`src/rtl/circular_pkg.sv`:
```
// rtl/circular_pkg.sv - shared state encoding and depth derivation for the capture buffer
package circular_pkg;

    typedef enum logic [1:0] {
        ST_IDLE   = 2'd0,
        ST_ARMED  = 2'd1,
        ST_POST   = 2'd2,
        ST_FROZEN = 2'd3
    } cap_state_e;

    // Number of slots addressed by an aw-bit pointer.
    function automatic int unsigned depth_of(input int unsigned aw);
        return 32'd1 << aw;
    endfunction

endpackage

```
`src/rtl/circular_ram.sv`:
```
// rtl/circular_ram.sv - simple dual-port slot storage, synchronous read, no reset
module circular_ram #(
    parameter int DATA_WIDTH = 32,
    parameter int ADDR_WIDTH = 6
) (
    input  logic                  clk,
    input  logic                  wr_en,
    input  logic [ADDR_WIDTH-1:0] wr_addr,
    input  logic [DATA_WIDTH-1:0] wr_data,
    input  logic                  rd_en,
    input  logic [ADDR_WIDTH-1:0] rd_addr,
    output logic [DATA_WIDTH-1:0] rd_data
);
    import circular_pkg::*;

    localparam int DEPTH = int'(depth_of(ADDR_WIDTH));

    logic [DATA_WIDTH-1:0] mem_q [DEPTH];

    // Write port and registered read port; a same-slot read sees the pre-write word.
    always_ff @(posedge clk) begin
        if (wr_en) begin
            mem_q[wr_addr] <= wr_data;
        end
        if (rd_en) begin
            rd_data <= mem_q[rd_addr];
        end
    end

endmodule

```
`src/rtl/circular_capture_buffer.sv`:
```
// rtl/circular_capture_buffer.sv - circular sample buffer with arm/trigger/post-count freeze
module circular_capture_buffer #(
    parameter int DATA_WIDTH = 32,
    parameter int ADDR_WIDTH = 6
) (
    input  logic                  clk,
    input  logic                  rst,
    input  logic                  wr_en,
    input  logic [DATA_WIDTH-1:0] data_in,
    input  logic                  arm,
    input  logic                  trigger,
    input  logic [ADDR_WIDTH-1:0] post_count,
    input  logic                  rd_req,
    input  logic [ADDR_WIDTH-1:0] rd_addr,
    output logic                  rd_valid,
    output logic [DATA_WIDTH-1:0] data_out,
    output logic                  rd_hit,
    output logic [ADDR_WIDTH:0]   fill_count,
    output logic [1:0]            state,
    output logic [ADDR_WIDTH-1:0] trig_addr
);
    import circular_pkg::*;

    localparam int DEPTH = int'(depth_of(ADDR_WIDTH));
    localparam logic [ADDR_WIDTH:0] FULL = (ADDR_WIDTH + 1)'(DEPTH);

    cap_state_e            state_q, state_d;
    logic [ADDR_WIDTH-1:0] tail_q, tail_d;
    logic [ADDR_WIDTH:0]   fill_q, fill_d;
    logic [DEPTH-1:0]      valid_q, valid_d;
    logic [ADDR_WIDTH-1:0] remaining_q, remaining_d;
    logic [ADDR_WIDTH-1:0] trig_addr_q, trig_addr_d;
    logic                  rd_valid_q;
    logic                  rd_hit_q;
    logic                  has_data_q;

    logic                  wr_acc;
    logic [ADDR_WIDTH-1:0] rd_slot;
    logic [DATA_WIDTH-1:0] ram_rd_data;

    assign wr_acc  = wr_en && (state_q != ST_FROZEN);
    assign rd_slot = tail_q + rd_addr;

    circular_ram #(
        .DATA_WIDTH(DATA_WIDTH),
        .ADDR_WIDTH(ADDR_WIDTH)
    ) u_ram (
        .clk    (clk),
        .wr_en  (wr_acc),
        .wr_addr(tail_q),
        .wr_data(data_in),
        .rd_en  (rd_req),
        .rd_addr(rd_slot),
        .rd_data(ram_rd_data)
    );

    // Next-state for capture FSM, pointers, fill level and valid flags.
    always_comb begin
        state_d     = state_q;
        remaining_d = remaining_q;
        trig_addr_d = trig_addr_q;
        tail_d      = tail_q;
        fill_d      = fill_q;
        valid_d     = valid_q;

        if (wr_acc) begin
            tail_d          = tail_q + 1'b1;
            valid_d[tail_q] = 1'b1;
            if (fill_q != FULL) begin
                fill_d = fill_q + 1'b1;
            end
        end

        case (state_q)
            ST_IDLE: begin
                if (arm) begin
                    state_d = ST_ARMED;
                end
            end
            ST_ARMED: begin
                // The write in the trigger cycle is stored but not counted.
                if (trigger) begin
                    trig_addr_d = tail_q;
                    remaining_d = post_count;
                    state_d     = (post_count == '0) ? ST_FROZEN : ST_POST;
                end
            end
            ST_POST: begin
                if (wr_acc) begin
                    if (remaining_q <= 1) begin
                        remaining_d = '0;
                        state_d     = ST_FROZEN;
                    end else begin
                        remaining_d = remaining_q - 1'b1;
                    end
                end
            end
            ST_FROZEN: begin
                if (arm) begin
                    state_d = ST_ARMED;
                end
            end
            default: state_d = ST_IDLE;
        endcase
    end

    // Control and read-side registers; slot storage itself is never reset.
    always_ff @(posedge clk or posedge rst) begin
        if (rst) begin
            state_q     <= ST_IDLE;
            tail_q      <= '0;
            fill_q      <= '0;
            valid_q     <= '0;
            remaining_q <= '0;
            trig_addr_q <= '0;
            rd_valid_q  <= 1'b0;
            rd_hit_q    <= 1'b0;
            has_data_q  <= 1'b0;
        end else begin
            state_q     <= state_d;
            tail_q      <= tail_d;
            fill_q      <= fill_d;
            valid_q     <= valid_d;
            remaining_q <= remaining_d;
            trig_addr_q <= trig_addr_d;
            rd_valid_q  <= rd_req;
            if (rd_req) begin
                rd_hit_q   <= valid_q[rd_slot];
                has_data_q <= 1'b1;
            end
        end
    end

    assign rd_valid   = rd_valid_q;
    assign rd_hit     = rd_hit_q;
    assign data_out   = has_data_q ? ram_rd_data : '0;
    assign fill_count = fill_q;
    assign state      = state_q;
    assign trig_addr  = trig_addr_q;

endmodule

```
`config.mk`:
```
export PLATFORM = sky130hd
export DESIGN_NAME = circular_capture_buffer
export DESIGN_NICKNAME = d
export VERILOG_FILES = /design/src/rtl/circular_pkg.sv /design/src/rtl/circular_ram.sv /design/src/rtl/circular_capture_buffer.sv
export SDC_FILE = /design/constraint.sdc
export NUM_CORES = 2
export LEC_CHECK = 0
export CORE_ASPECT_RATIO = 0.8
export CORE_UTILIZATION = 50
export CTS_CLUSTER_DIAMETER = 50
export CTS_CLUSTER_SIZE = 16
export DETAILED_ROUTE_END_ITERATION = 7
export GPL_ROUTABILITY_DRIVEN = 1
export PLACE_DENSITY = 0.65
export SYNTH_ARGS = -nofsm -noshare
export SYNTH_HDL_FRONTEND = slang
export SYNTH_HIERARCHICAL = 1
export SYNTH_SLANG_ARGS = --single-unit
```
`constraint.sdc`:
```
create_clock -name clk -period 11.6 [get_ports clk]
set_input_delay 2.32 -clock clk [delete_from_list [all_inputs] [get_ports clk]]
set_output_delay 2.32 -clock clk [all_outputs]
set_load 0.01 [all_outputs]
```
==> run_results.csv <==
group,metric,value,unit
outcome,status,"finished, violations left",
outcome,violations,"max-capacitance violations",
place,dpl_cell_area,0.0878,mm^2
layout,finalInstanceArea,0.0928,mm^2
synth,synth_seq_cells,2174,
synth,post_synth.cell_area_avg,22.4,um^2
clock_network,cts.sinks,2174,
routing,drcViolationCount,0,
floorplan,coreArea,0.165,mm^2
setup_path,start_kind,"input pin",
clock_network,cts_buffers,169,
grt,grt_max_degree,115,
synth,yosys_most_used_dff,"edfxtp_1",
setup_path,critical_path_arrival,7.42,ns
synth,syn_inst,3733,
power,max-vdd-ir-drop,0.446,mV
floorplan,pin_count,99,
sta,setup_tns,0,ns
place,place.gp.congestion,0.798,
setup_path,slowest_delay,1.20,ns
synth,ys.warnings.count,6,
place,port_buffers,98,
setup_path,worst_path_max_delay_cell,"fa_4",
sta,fmax,0.145,GHz
sta,tightest_slew,1.48,ns
routing,wire_per_inst,33.0,um
grt,antenna_found_initial,22,
grt,overflow,0,
layout,n_fill_cell,12000,
grt,grt_pass1_wl,292,mm
clock_network,clk_path_buf_depth,3,
clock_network,path_clk_slew,0.07,ns
floorplan,core.rowCount,133,
power,p_leak,29.4,nW
routing,drtIter0Drc,5050,
setup_path,path_class,"input pin to flip-flop",
synth,synth_edf_count,2080,
layout,area_growth,11.0,%
routing,drt-pass1-iter-count,6,
floorplan,die_w,459,um
setup_path,worstSetupStartpoint,"rd_addr[0]",
clock_network,cts_resized,0,
grt,grt_pass1_vias,39500,
synth,synth_nets,3799,
routing,routed_via_density,6.39,
worst_hold_path,hold_class,"flip-flop to flip-flop",
clock_network,post_cts_buffers,0,
job,maxCapViolations,1,
routing,ant_nets,0,
sta,min_period,6.88,ns
synth,synthArstFlopShare,4.32,%
routing,vias,39800,
synth,ys_seq_area_share,77.5,%
sta,period_share,59.3,%
floorplan,die_h,368,um
sta,slew_viol_final,0,
power,power_density,261,mW/mm^2
setup_path,worstPathMaxFanout,52,
worst_hold_path,holdCritStartpoint,"valid_q[61]$_DFFE_PP0P_",
layout,nets,3983,
sta,hold_viol_final,0,
clock_network,cts_hold_buffers,0,
setup_path,rr_startpoint,"tail_q[0]$_DFFE_PP0P_",
floorplan,initial_core_util,50.6,%
synth,synth_cell_types,62,
place,dp.final_hpwl,109,mm
sta,rsz0062_at_grt,"no",
routing,routed_wl,205,mm
sta,fin_hold_ws,0.448,ns
setup_path,crit_chain,"clkdlybuf4s50_1 > ha_1 > fa_4 > buf_4 > buf_4 > mux4_2 > o221ai_1 > a21oi_1 > a21oi_1 > nor2_1",
floorplan,die-area,0.169,mm^2
sta,setup_viol,0,
setup_path,cp-end-kind,"flip-flop",
clock_network,clk_latency,0.82,ns
synth,syn_area,0.0836,mm^2
clock_network,cts_tree,"built",
grt,grt_util_all_layers,24.6,%
sta,slew_headroom,0.657,%
setup_path,crit_required,12.14,ns
clock_network,cts.htree.levels,4,
layout,drive_gt1_share,25.5,%
sta,clock_skew,0.0281,ns
clock_network,cts-root-buf,"clkbuf_16",
## path summary, 6_finish.rpt
check | endpoint | slack, ns | depth (start not counted)
worst max register to register | u_ram/rd_data[21]$_DFFE_PP_ | 5.91 | 9
min in group asynchronous | fill_count[5]$_DFFE_PP0P_ | 1.83 | 2
worst min register to register | valid_q[61]$_DFFE_PP0P_ | 0.45 | 1
worst min-delay path | valid_q[61]$_DFFE_PP0P_ | 0.45 | 1
max in group asynchronous | valid_q[54]$_DFFE_PP0P_ | 8.49 | 3
worst max-delay path | u_ram/rd_data[21]$_DFFE_PP_ | 4.72 | 10
## power by group
| part | switching [mW] | total [mW] | internal, mW |
|---|---|---|---|
| registers | 0.212 | 9.29 | 9.08 |
| logic | 5.51 | 9.37 | 3.86 |
| clock network | 2.68 | 5.58 | 2.90 |
## final cells by class
class,count,area [um^2],share of cell area (%)
Antenna cell,6,15.0,0.0162
Clock buffer,192,4490,4.83
Clock inverter,60,571,0.615
Inverter,15,57.6,0.0620
Multi-Input combinational cell,1339,18300,19.7
Sequential cell,2174,64800,69.8
Tap cell,2227,2790,3.00
Timing Repair Buffer,218,1820,1.96
## layout by cell type, fill, tap and decap left out, types with 7 or more instances in the layout
master and instances:
o22ai_1 84, o221ai_1 28, nand2_1 43, nor2_4 63, mux4_1 11, a21o_1 50, buf_12 8, clkinv_2 11
buf_2 33, o21ai_0 16, and3_1 7, clkbuf_16 177, dfrtp_1 94, mux2i_1 101, buf_4 112, clkinv_1 12
nand3_1 10, ha_1 14, mux4_2 549, and2_1 36, nor2b_1 18, a41o_1 12, clkinvlp_4 10, xnor2_1 7
nor3_1 11, nand2b_1 9, a21oi_1 73, a22oi_1 12, clkdlybuf4s50_1 65, edfxtp_1 2080, nor2_1 88, inv_1 14
clkbuf_1 15, a311oi_1 9, inv_6 10
## logic make-up after synthesis
family | count (synthesis) | share of synthesized area, %
DFF | 2174 | 77.5
muxes | 667 | 16.4
and+or+nand+nor | 329 | 1.89
AOI/OAI and AO/OA | 313 | 2.53
buffers and inverters | 220 | 1.27
adders and majority gates | 16 | 0.248
xor gates and xnor gates | 14 | 0.147
## critical path: cells and delay by family
kind                       cells  cell delay, ns
muxes                          1            0.60
AOI/OAI and AO/OA              3            1.00
adders and majority gates      2            1.46
buffers and inverters          3            1.78
and+or+nand+nor                1            0.09
## through the flow
stage | power [mW] | cells | setup slack (ns) | util, %
final | 24.2 | 6231 | 4.72 | 56.2
after global routing | 25.1 | 6229 | 4.61 | 56.2
after CTS | 24.3 | 6225 | 4.79 | 56.2
after detailed placement | 18.8 | 5973 | 3.96 | 53.1
after global placement | 18.7 | 5973 | 3.95 | 53.1
after floorplan | 15.5 | 3733 | 5.52 | -
## Yosys cell counts, types with 16 or more instances
library cell | count | area (um^2)
a21o_1 | 50 | 375
a21oi_1 | 73 | 365
and2_1 | 36 | 225
buf_1 | 21 | 78.8
buf_2 | 59 | 295
buf_4 | 26 | 195
clkbuf_1 | 92 | 345
dfrtp_1 | 94 | 2350
edfxtp_1 | 2080 | 62500
mux2i_1 | 101 | 1010
mux4_2 | 549 | 12400
nand2_1 | 43 | 161
nor2_1 | 152 | 571
nor2b_1 | 18 | 113
o21ai_0 | 16 | 80.1
o221ai_1 | 28 | 245
o22ai_1 | 84 | 526
## flip-flops by register name, indices dropped and copies added, names as in the netlist
name / count
valid_q: 64
has_data_q: 1
trig_addr: 6
state: 2
rd_valid: 1
tail_q: 6
fill_count: 7
remaining_q: 6
u_ram/rd_data: 32
u_ram/mem_q: 2048
rd_hit: 1
## routing by layer
layer / up-vias / GRT usage, % / share of wire (%)
li1: 16100 / - / -
met1: 21500 / 36.1 / 41
met2: 1949 / 37.7 / 47
met3: 231 / 5.74 / 10
met4: 4 / 5.70 / 1.9
met5: - / 0 / 0.014
Note: power is estimated with default switching activity, not from simulation.
